File: config.mk
export PLATFORM = sky130hd
export DESIGN_NAME = lutram_access_arbiter
export DESIGN_NICKNAME = d
export VERILOG_FILES = /design/src/rtl/lutram_access_arbiter.sv
export SDC_FILE = /design/constraint.sdc
export NUM_CORES = 1
export LEC_CHECK = 0
export CAP_MARGIN = 20
export CORE_AREA = 4 4 107 109
export CTS_CLUSTER_DIAMETER = 120
export DETAILED_ROUTE_END_ITERATION = 8
export DIE_AREA = 0 0 111 113
export DONT_BUFFER_PORTS = 1
export PLACE_DENSITY_LB_ADDON = 0.2
export SETUP_SLACK_MARGIN = 0.15
export SYNTH_ARGS = -nofsm -noshare
export SYNTH_HDL_FRONTEND = slang
export SYNTH_SLANG_ARGS = --single-unit
File: constraint.sdc
create_clock -name clk_in -period 2.3 [get_ports clk_in]
set_input_delay 0.115 -clock clk_in [delete_from_list [all_inputs] [get_ports clk_in]]
set_output_delay 0.115 -clock clk_in [all_outputs]
set_load 0.1 [all_outputs]
File: src/rtl/lutram_access_arbiter.sv
// Purpose: arbitrates read and write requests onto a single-port LUTRAM and returns read data.
// Latency: a read granted in cycle N presents its response from cycle N+1; writes commit in the grant cycle.
// Backpressure: a stalled response blocks new read grants; writes keep flowing every cycle.
module lutram_access_arbiter #(
  parameter int SINGLE_ELEMENT_SIZE_IN_BITS = 64,
  parameter int NUMBER_SETS                 = 64,
  parameter int SET_PTR_WIDTH_IN_BITS       = $clog2(NUMBER_SETS)
) (
  input  logic                                   clk_in,
  input  logic                                   reset_n_in,
  input  logic                                   rd_req_valid_in,
  input  logic [SET_PTR_WIDTH_IN_BITS-1:0]       rd_req_addr_in,
  output logic                                   rd_req_ready_out,
  input  logic                                   wr_req_valid_in,
  input  logic [SET_PTR_WIDTH_IN_BITS-1:0]       wr_req_addr_in,
  input  logic [SINGLE_ELEMENT_SIZE_IN_BITS-1:0] wr_req_data_in,
  output logic                                   wr_req_ready_out,
  output logic                                   rd_rsp_valid_out,
  output logic [SINGLE_ELEMENT_SIZE_IN_BITS-1:0] rd_rsp_data_out,
  input  logic                                   rd_rsp_ready_in,
  output logic                                   access_en_out,
  output logic                                   write_en_out,
  output logic [SET_PTR_WIDTH_IN_BITS-1:0]       access_set_addr_out,
  output logic [SINGLE_ELEMENT_SIZE_IN_BITS-1:0] write_element_out,
  input  logic [SINGLE_ELEMENT_SIZE_IN_BITS-1:0] read_element_in
);

  typedef enum logic {
    GRANT_READ  = 1'b0,
    GRANT_WRITE = 1'b1
  } grant_e;

  grant_e r_last_grant;
  grant_e w_last_grant_nxt;
  logic   r_rsp_pending;
  logic   w_rsp_pending_nxt;
  logic   w_rd_ok;
  logic   w_wr_ok;
  logic   w_rd_grant;
  logic   w_wr_grant;
  logic   w_any_grant;
  logic   w_rsp_handshake;

  // A read may only issue if there is no response stalled in front of it.
  assign w_rd_ok         = rd_req_valid_in & (~r_rsp_pending | rd_rsp_ready_in);
  assign w_wr_ok         = wr_req_valid_in;
  assign w_any_grant     = w_rd_grant | w_wr_grant;
  assign w_rsp_handshake = r_rsp_pending & rd_rsp_ready_in;

  // Round-robin grant plus next-state for the arbitration history and response flag.
  always_comb begin
    w_rd_grant        = 1'b0;
    w_wr_grant        = 1'b0;
    w_last_grant_nxt  = r_last_grant;
    w_rsp_pending_nxt = r_rsp_pending;
    // Grants are held off while reset is asserted so nothing reaches the storage.
    if (reset_n_in) begin
      if (w_rd_ok && w_wr_ok) begin
        if (r_last_grant == GRANT_WRITE) w_rd_grant = 1'b1;
        else                             w_wr_grant = 1'b1;
      end else if (w_rd_ok) begin
        w_rd_grant = 1'b1;
      end else if (w_wr_ok) begin
        w_wr_grant = 1'b1;
      end
    end
    if (w_rd_grant) w_last_grant_nxt = GRANT_READ;
    if (w_wr_grant) w_last_grant_nxt = GRANT_WRITE;
    // A new read grant wins over a same-cycle handshake, giving one read per cycle.
    if (w_rd_grant)           w_rsp_pending_nxt = 1'b1;
    else if (w_rsp_handshake) w_rsp_pending_nxt = 1'b0;
  end

  // Arbitration history and outstanding-response state.
  always_ff @(posedge clk_in or negedge reset_n_in) begin
    if (!reset_n_in) begin
      r_last_grant  <= GRANT_WRITE;
      r_rsp_pending <= 1'b0;
    end else begin
      r_last_grant  <= w_last_grant_nxt;
      r_rsp_pending <= w_rsp_pending_nxt;
    end
  end

  // Request-side handshakes and storage drive follow the grant directly.
  always_comb begin
    rd_req_ready_out    = w_rd_grant;
    wr_req_ready_out    = w_wr_grant;
    access_en_out       = w_any_grant;
    write_en_out        = w_wr_grant;
    access_set_addr_out = '0;
    write_element_out   = '0;
    if (w_rd_grant) access_set_addr_out = rd_req_addr_in;
    if (w_wr_grant) access_set_addr_out = wr_req_addr_in;
    if (w_any_grant) write_element_out = wr_req_data_in;
  end

  // Storage read output only changes on reads, so it stays stable under a stall.
  always_comb begin
    rd_rsp_valid_out = r_rsp_pending;
    rd_rsp_data_out  = r_rsp_pending ? read_element_in : '0;
  end

endmodule

==> results.yml, run 1 <==
run_status:
  status: "completed"
power:
  power_density_nw_per_um2: 726.0
  vdd_drop_max_v: 0.0003964
  p_leak_uw: 0.001456
cells_and_area:
  layout_common_cells: "and2_1, buf_12, buf_4, and2_2, a22o_2"
  final_nets: 442
  area_delta_synth_final_pct: 186.1
  layout-drive-gt1-share: 0.5541
  final_common_cell: "and2_1"
synth:
  synth_compound_area_frac: 0.07246
  synthesis.nets: 312
  synth_area_per_cell_um2: 6.721
  synth_edf_count: 0
  synthXorXnorAreaFrac: 0
  netlist_area_um2: 1122
  synth-adder-area-share: 0
  ys_seq_area_frac: 0.04571
  synth.distinct_cells: 20
  synth_area_leader_cell: "and2_1"
  synth_top_family_by_area: "simple AND/OR/NAND/NOR gates"
  ys.flop_type: "dfstp_2"
  yosysTopAreaCellShare: 0.7135
  ys_warn_count: 0
  synthCells: 167
  synth-simple-area-share: 0.7815
  synthTopCellsByArea: "and2_1, buf_6, a22o_1"
  synthMuxAreaShare: 0
  async_reset_ff_frac: 1.000
  ys_seq_elements: 2
setup_path:
  cpMaxStageDelayCell: "dfrtp_2"
  arrival_ns: 1.78
  max_stage_delay_ns: 0.42
  worstSetupPathType: "flip-flop to output pin"
  cp_cell_sequence: "nor2b_4 -> o21ai_4 -> buf_4 -> and2_1 -> buf_12"
  r2r_start: "r_last_grant"
  cpLargestDelayFamily: "buffers and inverters"
  worst-endpoint-required_ns: 2.18
  r2r_slack_ns: 1.07
  endpoint_kind: "output pin"
  r2r-end: "rd_rsp_valid_out"
  start_kind: "flip-flop"
  crit_fanout: 64
  crit_cells: 5
  crit_buf_inv: 2
  reg2regPathDepth: 3
clock_network:
  post_cts_resize_count: 0
  clk_latency_ns: 0.21
  cts-root-buf: "clkbuf_8"
  clockBufferDepth: 2
  hold_buffers: 1
  htree_levels: 1
  cts_made_buffers: 3
  cts_setup_buffers: 0
  clkTransAtPathRegs_ns: 0.03
  cts_tree: "built"
  clock_sinks: 2
drt:
  vias: 1605
  via_per_inst: 3.673
  drtIter0Drc: 24
  drc: 0
  wl_per_cell_um: 14.78
  drtPass1Iterations: 4
  drtAntennaViolNets: 0
  drt_wl_total_um: 6458
global_routing:
  antenna_found_initial: 1
  grt_pass1_vias: 1663
  grt_pass1_wl_um: 9390
  track_usage: 0.09120
  grt_max_degree: 66
  grt_overflow: 0
job:
  drv_cap: 0
sta:
  skew_ns: 0.003400
  fmax_mhz: 527.2
  fin_setup_tns_ns: 0
  finalSetupViolCount: 0
  rsz0062_at_grt: "no"
  setup_slack_ns: 0.4033
  slew_headroom: 0.5542
  hold_viol: 0
  drv_slew: 0
  finalCritPeriodShare: 0.8247
  period_minus_slack_ns: 1.897
  max_slew.worst_pin.slew_ns: 0.6686
floorplanning:
  row_count: 38
  ioPinCount: 284
  die_y_um: 113
  coreArea_um2: 10600
  die_w_um: 111
  start_util: 0.1059
  die-area_um2: 12540
placement:
  place_congestion: 0.7861
  port_buffers: 0
  dp_hpwl_um: 5827
  pre_cts_ws_ns: 0.6209
min_path:
  hold_class: "primary input to asynchronous set/reset pin"
## registers in the layout (all words and copies together), names as in the netlist
name,count
rd_rsp_valid_out,1
r_last_grant,1
## routing by layer
layer  vias up  track usage  wire length, um
met1       720       0.1058             2171
met2       116       0.1610             3526
met5         -            0                0
met3         2      0.03209              713
met4         0      0.02217               47
li1        767            -                -
## worst register-to-register path, stage by stage (launching register included)
cell and delay [ns]:
dfstp_2 0.56, nand2b_1 0.13, and4_1 0.34, or2_1 0.13
## stage by stage
step           cells  utilization  power [uW]  hold slack [ns]  cell area, um^2
5_1_grt          437       0.3028        2397           0.1456             3211
6_report         437       0.3028        2331           0.1433             3211
2_1_floorplan    167            -        1645          -0.1806             1156
4_1_cts          436       0.3026        2350           0.1427             3208
3_3_place_gp     431       0.2974        2192          -0.1803             3153
3_5_place_dp     431       0.2974        2194          -0.1803             3153
## worst max-delay path by stage
stage	from	to	slack (ns)
finish	rd_rsp_valid_out	write_element_out[24]	0.40
detailed placement	rd_rsp_valid_out	write_element_out[0]	0.62
CTS	rd_rsp_valid_out	write_element_out[0]	0.39
floorplan	rd_rsp_valid_out	access_set_addr_out[0]	0.07
global route	rd_rsp_valid_out	write_element_out[26]	0.26
global placement	rd_rsp_valid_out	write_element_out[41]	0.63
## Yosys cell counts (2+ instances only)
cell / instances
buf_2: 3
and2_1: 128
nand3_1: 2
buf_6: 6
a22o_1: 5
clkbuf_1: 6
nand2_1: 3
o21ai_0: 2
## final cells by class
class | count | area (um^2)
diodes | 1 | 2.502
clock buffers | 4 | 45.04
fillers | 1104 | 7392
multi-input cells | 149 | 998.5
flip-flops and latches | 2 | 52.55
well taps | 140 | 175.2
repair buffers | 141 | 1937
## where the power goes
group / internal [uW] / total [uW] / switching, uW / leakage (uW)
Clock: 118 / 145 / 27.9 / 0.0000228
Combinational: 543 / 2130 / 1590 / 0.00141
Sequential: 46.3 / 56.1 / 9.81 / 0.0000220
Total: 706 / 2330 / 1620 / 0.00146
## kinds of logic after synthesis
family	after synthesis
AO/OA/AOI/OAI	10
buffers and inverters	16
flip-flops	2
AND/OR/NAND/NOR	139
(Power assumes the default switching activity.)
==> run 2, diff against run 1 <==
- ABC_AREA: not set -> 1
- clock period: 2.3 -> 1.8 ns (I/O delays scaled with it)
==> results.yml, run 2 <==
power:
  total_power_uw: 3756
  p_leak_uw: 0.002192
  vdd_drop_max_v: 0.0003122
  power_density_nw_per_um2: 672.9
cells_and_area:
  multi_input_area_um2: 1668
  layout-drive-gt1-share: 0.7806
  final_area_um2: 5582
  area_delta_synth_final_pct: 292.0
  layout_common_cells: "buf_12, nand2_1, a21boi_4, clkinvlp_4, nand3_1"
  final_cells: 532
  seq_area_um2: 55.05
  final_common_cell: "buf_12"
  fin_util: 0.5264
  final_nets: 538
  antenna_cells: 0
  nFillCells: 893
sta:
  slew_headroom: 0.7125
  period_minus_slack_ns: 1.676
  drv_slew: 0
  setup_slack_ns: 0.1240
  max_slew.worst_pin.slew_ns: 0.4308
  rsz0062_at_grt: "yes"
  finalCritPeriodShare: 0.9311
  skew_ns: 0.004226
  fmax_mhz: 596.7
  finalSetupViolCount: 0
  hold_viol: 0
drt:
  drtPass1Iterations: 4
  drtAntennaViolNets: 0
  vias: 2268
  wl_per_cell_um: 19.34
  drc: 0
  via_per_inst: 4.263
  drtIter0Drc: 69
  drt_wl_total_um: 10290
placement:
  dpl.cell_count: 515
  pre_cts_ws_ns: 0.2787
  port_buffers: 0
  dpl_cell_area_um2: 5206
  dp_hpwl_um: 8629
  place_congestion: 0.8142
synth:
  synthesis.nets: 396
  synth-adder-area-share: 0
  async_reset_ff_frac: 1.000
  synthXorXnorAreaFrac: 0
  ys_seq_area_frac: 0.03603
  synth.most_common_cell: "nand2_1"
  synth_top_family_by_area: "compound AO/OA/AOI/OAI gates"
  synth_compound_area_frac: 0.4112
  synth_area_leader_cell: "nand2_1"
  synth.distinct_cells: 14
  synthMuxAreaShare: 0
  ys_seq_elements: 2
  synthTopCellsByArea: "nand2_1, a21boi_2, inv_1"
  synth_edf_count: 0
  ys_warn_count: 0
  synth_common_cells: "nand2_1, inv_1, a21boi_2"
  netlist_area_um2: 1424
  synth_area_per_cell_um2: 5.673
  synthCells: 251
  ys.flop_type: "dfstp_2"
  yosysTopAreaCellShare: 0.2030
  synth-simple-area-share: 0.2601
clock_network:
  cts_made_buffers: 3
  htree_levels: 1
  clockBufferDepth: 2
  cts-root-buf: "clkbuf_8"
  cts_tree: "built"
  clkTransAtPathRegs_ns: 0.03
  clk_latency_ns: 0.21
  clock_sinks: 2
global_routing:
  grt_pass1_wl_um: 14880
  grt_pass1_vias: 2493
  grt_max_degree: 66
  track_usage: 0.1504
  antenna_found_initial: 0
  grt_overflow: 0
floorplanning:
  ioPinCount: 284
  die_y_um: 113
  row_count: 38
  start_util: 0.1343
  coreArea_um2: 10600
  die-area_um2: 12540
  die_w_um: 111
setup_path:
  worstSetupPathType: "flip-flop to output pin"
  r2r_start: "rd_rsp_valid_out"
  reg2regPathDepth: 6
  endpoint_kind: "output pin"
  r2r_slack_ns: 0.59
  worst-endpoint-required_ns: 1.71
  r2r-end: "r_last_grant"
  crit_fanout: 8
  start_kind: "flip-flop"
  arrival_ns: 1.59
min_path:
  hold_class: "primary input to asynchronous set/reset pin"
job:
  drv_cap: 0
run_status:
  status: "completed"
[run 2: cell families after synthesis]
group / after synthesis
simple gates: 92
compound gates: 66
flops: 2
buf+inv: 91
[run 2: per-layer routing]
| metal | up-vias | track usage | wire [um] |
|---|---|---|---|
| met1 | 1042 | 0.1386 | 3209 |
| met5 | - | 0 | 0 |
| li1 | 1032 | - | - |
| met4 | 0 | 0.03366 | 180 |
| met3 | 12 | 0.06791 | 1144 |
| met2 | 182 | 0.3006 | 5752 |
[run 2: stage by stage]
step	TNS (ns)	hold slack [ns]
floorplan	-2.660	-0.2056
global placement	0	-0.2052
detailed placement	0	-0.2052
CTS	0	0.1157
global route	0	0.1264
finish	0	0.1189
[run 2: how the worst max path moves through the flow]
stage                            endpoint        startpoint  slack (ns)  cells after the start
floorplan           write_element_out[25]  rd_rsp_valid_out       -0.06                      5
finish              write_element_out[53]  rd_rsp_valid_out        0.12                      6
detailed placement  write_element_out[15]  rd_rsp_valid_out        0.28                      5
global route        write_element_out[53]  rd_rsp_valid_out        0.06                      6
CTS                 write_element_out[55]  rd_rsp_valid_out        0.09                      6
global placement    write_element_out[15]  rd_rsp_valid_out        0.29                      5
[run 2: area by class of cell]
cell class	count	share of cell area
clock buffers	4	0.008070
inverters	69	0.08810
multi-input cells	158	0.2988
flip-flops and latches	2	0.009863
well taps	140	0.03138
repair buffers	159	0.5638
[run 2: worst max-delay path, stage by stage (launching register included)]
cell and delay [ns]:
dfrtp_4 0.48, nand2_4 0.08, nand3_4 0.10, buf_12 0.17, buf_16 0.15, a21boi_4 0.18, buf_12 0.19
[run 2: repair_timing]
action,in CTS,in global routing
hold buffers,1,0
pin swaps,31,22
setup endpoints to repair,64,74
endpoints found under the hold margin,2,0
resized for setup,10,11
cloned,6,1
buffers inserted,5,0
[run 2: report_power, final]
| group | switching [uW] | internal (uW) | leakage (uW) |
|---|---|---|---|
| clock network | 38.8 | 150 | 0.0000228 |
| logic | 2310 | 1190 | 0.00215 |
| registers | 9.11 | 57.2 | 0.0000219 |
| total | 2350 | 1400 | 0.00219 |
==> run 3, diff against run 2 <==
- CORE_AREA: 4 4 107 109 -> 4 4 109 111
- DIE_AREA: 0 0 111 113 -> 0 0 113 115
==> results.yml, run 3 (synthesized netlist as in run 2, its figures left out) <==
sta:
  setup_slack_ns: 0.1377
  period_minus_slack_ns: 1.662
  rsz0062_at_grt: "yes"
  drv_slew: 0
  max_slew.worst_pin.slew_ns: 0.4259
  skew_ns: 0.004289
  finalCritPeriodShare: 0.9235
  hold_viol: 0
  finalSetupViolCount: 0
  fin_setup_tns_ns: 0
  slew_headroom: 0.7161
  fmax_mhz: 601.6
floorplanning:
  row_count: 38
  start_util: 0.1319
  die-area_um2: 13000
  die_y_um: 115
  die_w_um: 113
  coreArea_um2: 10790
  ioPinCount: 284
setup_path:
  cpLargestDelayFamily: "buffers and inverters"
  arrival_ns: 1.57
  cpMaxStageDelayCell: "dfrtp_4"
  crit_fanout: 9
  worst-endpoint-required_ns: 1.71
  crit_buf_inv: 3
  endpoint_kind: "output pin"
  max_stage_delay_ns: 0.48
  start_kind: "flip-flop"
  cp_cell_sequence: "nand2_4 -> nand3_4 -> buf_12 -> buf_16 -> a21boi_4 -> buf_12"
  worstSetupPathType: "flip-flop to output pin"
  crit_path_frequent_cell: "buf_12"
placement:
  dpl_cell_area_um2: 5196
  dp_hpwl_um: 8284
  port_buffers: 0
  pre_cts_ws_ns: 0.1375
  place_congestion: 0.8183
drt:
  drtPass1Iterations: 4
  drt_wl_total_um: 9680
  drtAntennaViolNets: 0
  via_per_inst: 4.147
  drtIter0Drc: 86
  wl_per_cell_um: 18.23
  drc: 0
  vias: 2202
power:
  p_leak_uw: 0.002177
  total_power_uw: 3745
  vdd_drop_max_v: 0.0003675
  power_density_nw_per_um2: 670.4
run_status:
  status: "completed"
clock_network:
  cts-root-buf: "clkbuf_8"
  clk_latency_ns: 0.21
  htree_levels: 1
  clockBufferDepth: 2
  cts_made_buffers: 3
  clkTransAtPathRegs_ns: 0.03
  clock_sinks: 2
  cts_tree: "built"
min_path:
  hold_class: "primary input to asynchronous set/reset pin"
global_routing:
  antenna_found_initial: 1
  grt_max_degree: 66
  met1_usage: 0.1303
  grt_pass1_vias: 2294
  grtUsageMet2: 0.2504
  grt_busiest_layer: "met2"
  track_usage: 0.1319
  grt_overflow: 0
  met3_usage: 0.05316
  grt_pass1_wl_um: 13530
cells_and_area:
  seq_area_um2: 55.05
  area_delta_synth_final_pct: 292.4
  final_area_um2: 5587
  layout_common_cells: "buf_12, a21boi_4, nand2_1, clkinvlp_4, nand2_2"
  final_common_cell: "buf_12"
  fin_util: 0.5176
  nFillCells: 939
  multi_input_area_um2: 1702
  final_nets: 536
  layout-drive-gt1-share: 0.7949
job:
  drv_cap: 0
run 3: layout make-up:
type | instances | area share
antenna | 1 | 0.0004479
inverter | 69 | 0.08802
multi-input combinational | 158 | 0.3046
clock buffer | 4 | 0.008063
timing repair buffer | 157 | 0.5577
sequential | 2 | 0.009854
tap | 140 | 0.03135
run 3: where the power goes:
group	switching [uW]	total (uW)	internal, uW	leakage [uW]
sequential	6.90	64.0	57.1	0.0000219
clock	37.2	187	150	0.0000228
combinational	2300	3490	1190	0.00213
total	2350	3750	1400	0.00218
run 3: stage by stage:
stage / hold WS, ns / instances
after CTS: 0.1141 / 526
after detailed placement: -0.2052 / 512
final: 0.1274 / 531
after floorplan: -0.2056 / 251
after global placement: -0.2053 / 512
after global routing: 0.1210 / 531
run 3: what timing repair did:
action                                  in CTS  in global routing
hold endpoints to repair                     2                  0
hold buffers                                 1                  0
buffers inserted                             4                  3
cloned                                       5                  1
endpoints found under the setup margin     133                 74
resized for setup                           14                 10
pin swaps                                   36                 14
run 3: final timing paths:
check	from	end	slack, ns	cells past startpoint
worst max-delay path	rd_rsp_valid_out	write_element_out[49]	0.14	6
worst min-delay path	reset_n_in	rd_rsp_valid_out	0.13	1
worst max register to register	rd_rsp_valid_out	r_last_grant	0.60	6
worst min register to register	r_last_grant	r_last_grant	0.49	2
max in group asynchronous	reset_n_in	r_last_grant	1.45	1
min in group clk_in	wr_req_valid_in	rd_rsp_valid_out	0.17	3
run 3: routing by layer:
metal / routed length, um / share of wire / vias to the layer above
li1: - / - / 1031
met1: 2948 / 0.30 / 985
met2: 5221 / 0.54 / 176
met3: 1267 / 0.13 / 10
met4: 242 / 0.025 / 0
met5: 0 / 0 / -
